==> config.mk <==
export PLATFORM = sky130hd
export DESIGN_NAME = vga_scan_timer
export DESIGN_NICKNAME = d
export VERILOG_FILES = /design/src/rtl/vga_scan_timer.sv
export SDC_FILE = /design/constraint.sdc
export NUM_CORES = 1
export LEC_CHECK = 0
export CAP_MARGIN = 25
export CORE_MARGIN = 4
export CORE_UTILIZATION = 56
export DETAILED_ROUTE_END_ITERATION = 8
export GPL_ROUTABILITY_DRIVEN = 0
export PLACE_DENSITY = 0.91
export SLEW_MARGIN = 5
export SYNTH_ARGS = -nofsm -noshare
export SYNTH_HDL_FRONTEND = slang
export SYNTH_SLANG_ARGS = --single-unit
==> constraint.sdc <==
create_clock -name clk -period 2.09 [get_ports clk]
set_input_delay 0.209 -clock clk [delete_from_list [all_inputs] [get_ports clk]]
set_output_delay 0.209 -clock clk [all_outputs]
set_load 0.02 [all_outputs]
==> src/rtl/vga_scan_timer.sv <==
// vga_scan_timer
//   Free-running raster timing generator for the baby VGA peripheral. It runs
//   1024x768@60 at one clock per pixel from the 64 MHz system clock. The
//   framebuffer is 32x16 cells, and each cell is 32 clocks wide and ROW_LINES
//   lines tall.
//
// Ports
//   clk        system clock (one pixel per clock)
//   rst_n      asynchronous active-low reset
//   cli        interrupt clear pulse, sampled on the clk edge
//   x_pos[4:0] cell column (h_count[9:5] inside the active line, else 0)
//   y_pos[3:0] cell row (held at 0 through vertical blanking)
//   hsync      horizontal sync, active low
//   vsync      vertical sync, active low
//   blank      high outside the active area
//   counter    framebuffer read phase, h_count[2:0]
//   interrupt  once-per-frame interrupt, sticky until cleared by cli
module vga_scan_timer #(
  parameter int H_ACTIVE  = 1024,
  parameter int H_FRONT   = 24,
  parameter int H_SYNC    = 136,
  parameter int H_BACK    = 160,
  parameter int V_ACTIVE  = 768,
  parameter int V_FRONT   = 3,
  parameter int V_SYNC    = 6,
  parameter int V_BACK    = 29,
  parameter int ROW_LINES = 48
) (
  input  logic       clk,
  input  logic       rst_n,
  input  logic       cli,
  output logic [4:0] x_pos,
  output logic [3:0] y_pos,
  output logic       hsync,
  output logic       vsync,
  output logic       blank,
  output logic [2:0] counter,
  output logic       interrupt
);

  localparam int H_TOTAL = H_ACTIVE + H_FRONT + H_SYNC + H_BACK;
  localparam int V_TOTAL = V_ACTIVE + V_FRONT + V_SYNC + V_BACK;

  localparam logic [10:0] H_ACT_END  = 11'(H_ACTIVE);
  localparam logic [10:0] H_SYNC_BEG = 11'(H_ACTIVE + H_FRONT);
  localparam logic [10:0] H_SYNC_END = 11'(H_ACTIVE + H_FRONT + H_SYNC);
  localparam logic [10:0] H_LAST     = 11'(H_TOTAL - 1);

  localparam logic [9:0]  V_ACT_END  = 10'(V_ACTIVE);
  localparam logic [9:0]  V_ACT_LAST = 10'(V_ACTIVE - 1);
  localparam logic [9:0]  V_SYNC_BEG = 10'(V_ACTIVE + V_FRONT);
  localparam logic [9:0]  V_SYNC_END = 10'(V_ACTIVE + V_FRONT + V_SYNC);
  localparam logic [9:0]  V_LAST     = 10'(V_TOTAL - 1);

  localparam logic [5:0]  ROW_LAST   = 6'(ROW_LINES - 1);

  logic [10:0] h_count;
  logic [9:0]  v_count;
  logic [5:0]  line_in_row;
  logic [3:0]  row;
  logic        irq;

  logic line_end;
  logic irq_set;

  assign line_end = (h_count == H_LAST);

  // The set is decoded one clock early (last clock of the last active line)
  // so that irq is already high in the cycle where h_count==0 and
  // v_count==V_ACTIVE, the first cycle of the vertical front porch.
  assign irq_set = line_end && (v_count == V_ACT_LAST);

  // NOTE: sequential state uses non-blocking assignments so every register
  // samples the pre-edge values of the others, independent of statement order.
  always_ff @(posedge clk or negedge rst_n) begin
    if (!rst_n) begin
      h_count     <= '0;
      v_count     <= '0;
      line_in_row <= '0;
      row         <= '0;
      irq         <= 1'b0;
    end else begin
      h_count <= line_end ? '0 : h_count + 11'd1;

      if (line_end) begin
        v_count <= (v_count == V_LAST) ? '0 : v_count + 10'd1;

        // Cell row tracking only moves during active lines; it holds at 0
        // through vertical blanking so the framebuffer pre-addresses row 0.
        if (v_count == V_ACT_LAST) begin
          line_in_row <= '0;
          row         <= '0;
        end else if (v_count < V_ACT_END) begin
          if (line_in_row == ROW_LAST) begin
            line_in_row <= '0;
            row         <= row + 4'd1;
          end else begin
            line_in_row <= line_in_row + 6'd1;
          end
        end
      end

      // Set has priority over a simultaneous clear.
      if (irq_set) begin
        irq <= 1'b1;
      end else if (cli) begin
        irq <= 1'b0;
      end
    end
  end

  // Outputs decode from registered state only.
  assign x_pos     = (h_count < H_ACT_END) ? h_count[9:5] : 5'd0;
  assign y_pos     = row;
  assign hsync     = !((h_count >= H_SYNC_BEG) && (h_count < H_SYNC_END));
  assign vsync     = !((v_count >= V_SYNC_BEG) && (v_count < V_SYNC_END));
  assign blank     = (h_count >= H_ACT_END) || (v_count >= V_ACT_END);
  assign counter   = h_count[2:0];
  assign interrupt = irq;

endmodule

==> impl_metrics.ini <==
[clock_network]
ctsRootBufferMaster = clkbuf_4
cts_buffer_depth = 2
cts.sinks = 32
htree_levels = 2
numCtsBuffers = 5
insertion_delay_ns = 0.35
cts_tree = done
cts.clk_slew.worst_paths_ns = 0.11
cts_hold_buf = 0

[die]
die_w_microns = 65.9
chipHeight_microns = 65.9
coreArea_sq_um = 3130
start_util_pct = 60.1
dieArea_sq_um = 4350
ios = 19
rows = 20

[critical_path]
r2r_slack_ns = 0.15
r2r-start = h_count[7]
crit_cells = 6
cp_slowest_cell = dfrtp_1
cp_max_fo = 4
cp.required_ns = 1.88
crit_type = reg -> out
rr_endpoint = y_pos[0]
cpPeakStageDelay_ns = 0.43
cp-endpoint = vsync
crit_chain = inv_2 > ha_1 > nand2_1 > o22a_1 > or4_4 > buf_4
critical_path_buf_inv_count = 2
worstRegToRegCells = 5
cp-start-kind = flop
crit_path_end_kind = output port
cp.arrival_ns = 1.83
critical_path.top_delay_family = simple AND/OR/NAND/NOR gates
crit_start = v_count[0]

[pwr]
p_switching_w = 0.000228
cellLeakagePower_nw = 1.01
pwr-share-seq_pct = 61.2
powerDensity_nw_per_um2 = 448
clock_power_share_pct = 37.2
combPwrFrac_pct = 1.6
p_int_w = 0.000783
swShare_pct = 22.6
ir_worst_vdd_uv = 320

[layout]
final_nets = 234
multi_input_area_sq_um = 997
finish.instance_area_sq_um = 2260
drive_above_1_share_pct = 21.3
fillCellCount = 238
mostFrequentLayoutCells = 32 x dfrtp_1, 21 x buf_4, 16 x clkdlybuf4s50_1, 15 x nand3_1, 13 x o21ai_0
n_antenna_cell = 0
regArea_sq_um = 801
synthToLayoutAreaGrowth_pct = 20.0
final_common_cell = dfrtp_1

[global_routing]
grt_max_degree = 33
antenna_found_initial = 0
first_global_vias = 1435
grtUsageTotal_pct = 19.7
grt_pass1_wl_mm = 6.57
grt-ovfl-total = 0

[timing]
timing.final.crit_share_pct = 97.6
slew_headroom_pct = 73.3
tns_ns = 0
hold_slack_ns = 0.253
finalMaxSlewViolations = 0
clock.fmax_ghz = 0.490
finClkSkew_ns = 0.0119
min_period_ns = 2.04
worst_pin_slew_ns = 0.401
setup_viol = 0
hold_viol_final = 0

[logic_synthesis]
yosysSeqAreaShare_pct = 42.6
ys_ff_latch = 32
yosys_most_used_dff = dfrtp_1
syn_inst = 189
yosys_warnings = 0
avgSynthCellArea_sq_um = 9.94
synthArstFlopShare_pct = 100
synth_area_leaders = dfrtp_1 43%, ha_1 4.7%, nand3_1 4.0%
syn_area_sq_um = 1880
synth_edf_count = 0
synthDistinctLibCells = 50
synth_largest_area_cell = dfrtp_1
syn_nets = 199
netlist.area_leader.share_pct = 42.6

[routing]
via_count = 1574
remaining_drc_errors = 0
drtAntennaViolNets = 0
viasPerCell = 5.85
drt_iter0_markers = 134
first_pass_iters = 4
wl_mm = 3.90
post_drt_wl_per_cell_microns = 14.5

[place]
dpl.hpwl_mm = 2.68
io_buffer_count = 18
placed_area_sq_um = 2170

[worst_hold_path]
min_path_type = in -> async

[flow_run]
drv_cap = 0

[run_status]
status = finished clean
## layer usage
| metal | track usage, % | up-vias | part of all wire, % |
|---|---|---|---|
| met5 | 0 | - | 0 |
| met4 | 8.88 | 0 | 1.8 |
| met3 | 4.76 | 7 | 4.3 |
| met2 | 30.4 | 38 | 48 |
| met1 | 26.2 | 766 | 46 |
| li1 | - | 763 | - |
## kinds of logic after synthesis
kind of cell    Yosys count  synth area share [%]
compound gates           41                  14.7
mux                       4                  2.40
simple gates             82                  27.4
flops                    32                  42.6
xor+xnor                  8                  3.73
buf+inv                  15                  4.53
fa+ha+maj                 7                  4.66
## through the flow
stage / power, W / setup WS, ns / util [%] / instances
after floorplan: 0.000631 / 0.405 / - / 189
after global placement: 0.000649 / 0.0869 / 69.3 / 257
after detailed placement: 0.000649 / 0.0674 / 69.3 / 257
after CTS: 0.00102 / 0.0165 / 71.8 / 268
after global routing: 0.00105 / -0.0101 / 72.1 / 269
final: 0.00101 / 0.0505 / 72.1 / 269
## power groups by stage
stage         combinational (W)  clock, W  sequential [W]
3_3_place_gp          0.0000177         0        0.000631
4_1_cts               0.0000178  0.000386        0.000619
6_report              0.0000165  0.000376        0.000619
3_5_place_dp          0.0000177         0        0.000631
5_1_grt               0.0000194  0.000409        0.000619
## worst min-delay path by stage
stage | slack (ns) | from | endpoint | cells past startpoint
floorplan | -0.09 | rst_n | h_count[0] | 0
global placement | 0.50 | h_count[0] | h_count[0] | 1
detailed placement | 0.51 | h_count[0] | h_count[0] | 1
CTS | 0.27 | rst_n | line_in_row[4] | 2
global route | 0.28 | rst_n | y_pos[3] | 2
finish | 0.25 | rst_n | v_count[2] | 2
## state kept, by name (all words and copies together), names as in the netlist
signal	flops
interrupt	1
line_in_row	6
h_count	11
y_pos	4
v_count	10
## Yosys cell counts (2+ instances only)
master / number
dfrtp_1: 32
nand3_1: 15
o21ai_0: 13
nor2_1: 12
nand2_1: 10
ha_1: 7
a21oi_1: 6
a22o_1: 6
nor2b_1: 6
nor3_1: 6
inv_1: 5
nand4_1: 5
a21o_1: 4
and3_1: 4
mux2_2: 4
xnor2_1: 4
xor2_1: 4
and4_1: 3
buf_4: 3
clkbuf_1: 3
a31oi_1: 2
and2_1: 2
buf_6: 2
nand4b_1: 2
nor4_1: 2
o31ai_1: 2
or3_1: 2
## what timing repair did
action | in CTS | in global routing
buffers inserted | 3 | 1
gates resized for setup | 6 | 4
setup endpoints to repair | 2 | 2
pin swaps | 0 | 0
## layout make-up
class / instances / area share, %
multi-input combinational: 142 / 44.2
sequential: 32 / 35.5
timing repair buffer: 38 / 14.3
tap: 44 / 2.44
clock buffer: 6 / 2.27
inverter: 5 / 0.832
clock inverter: 2 / 0.444
(Power assumes the default switching activity.)
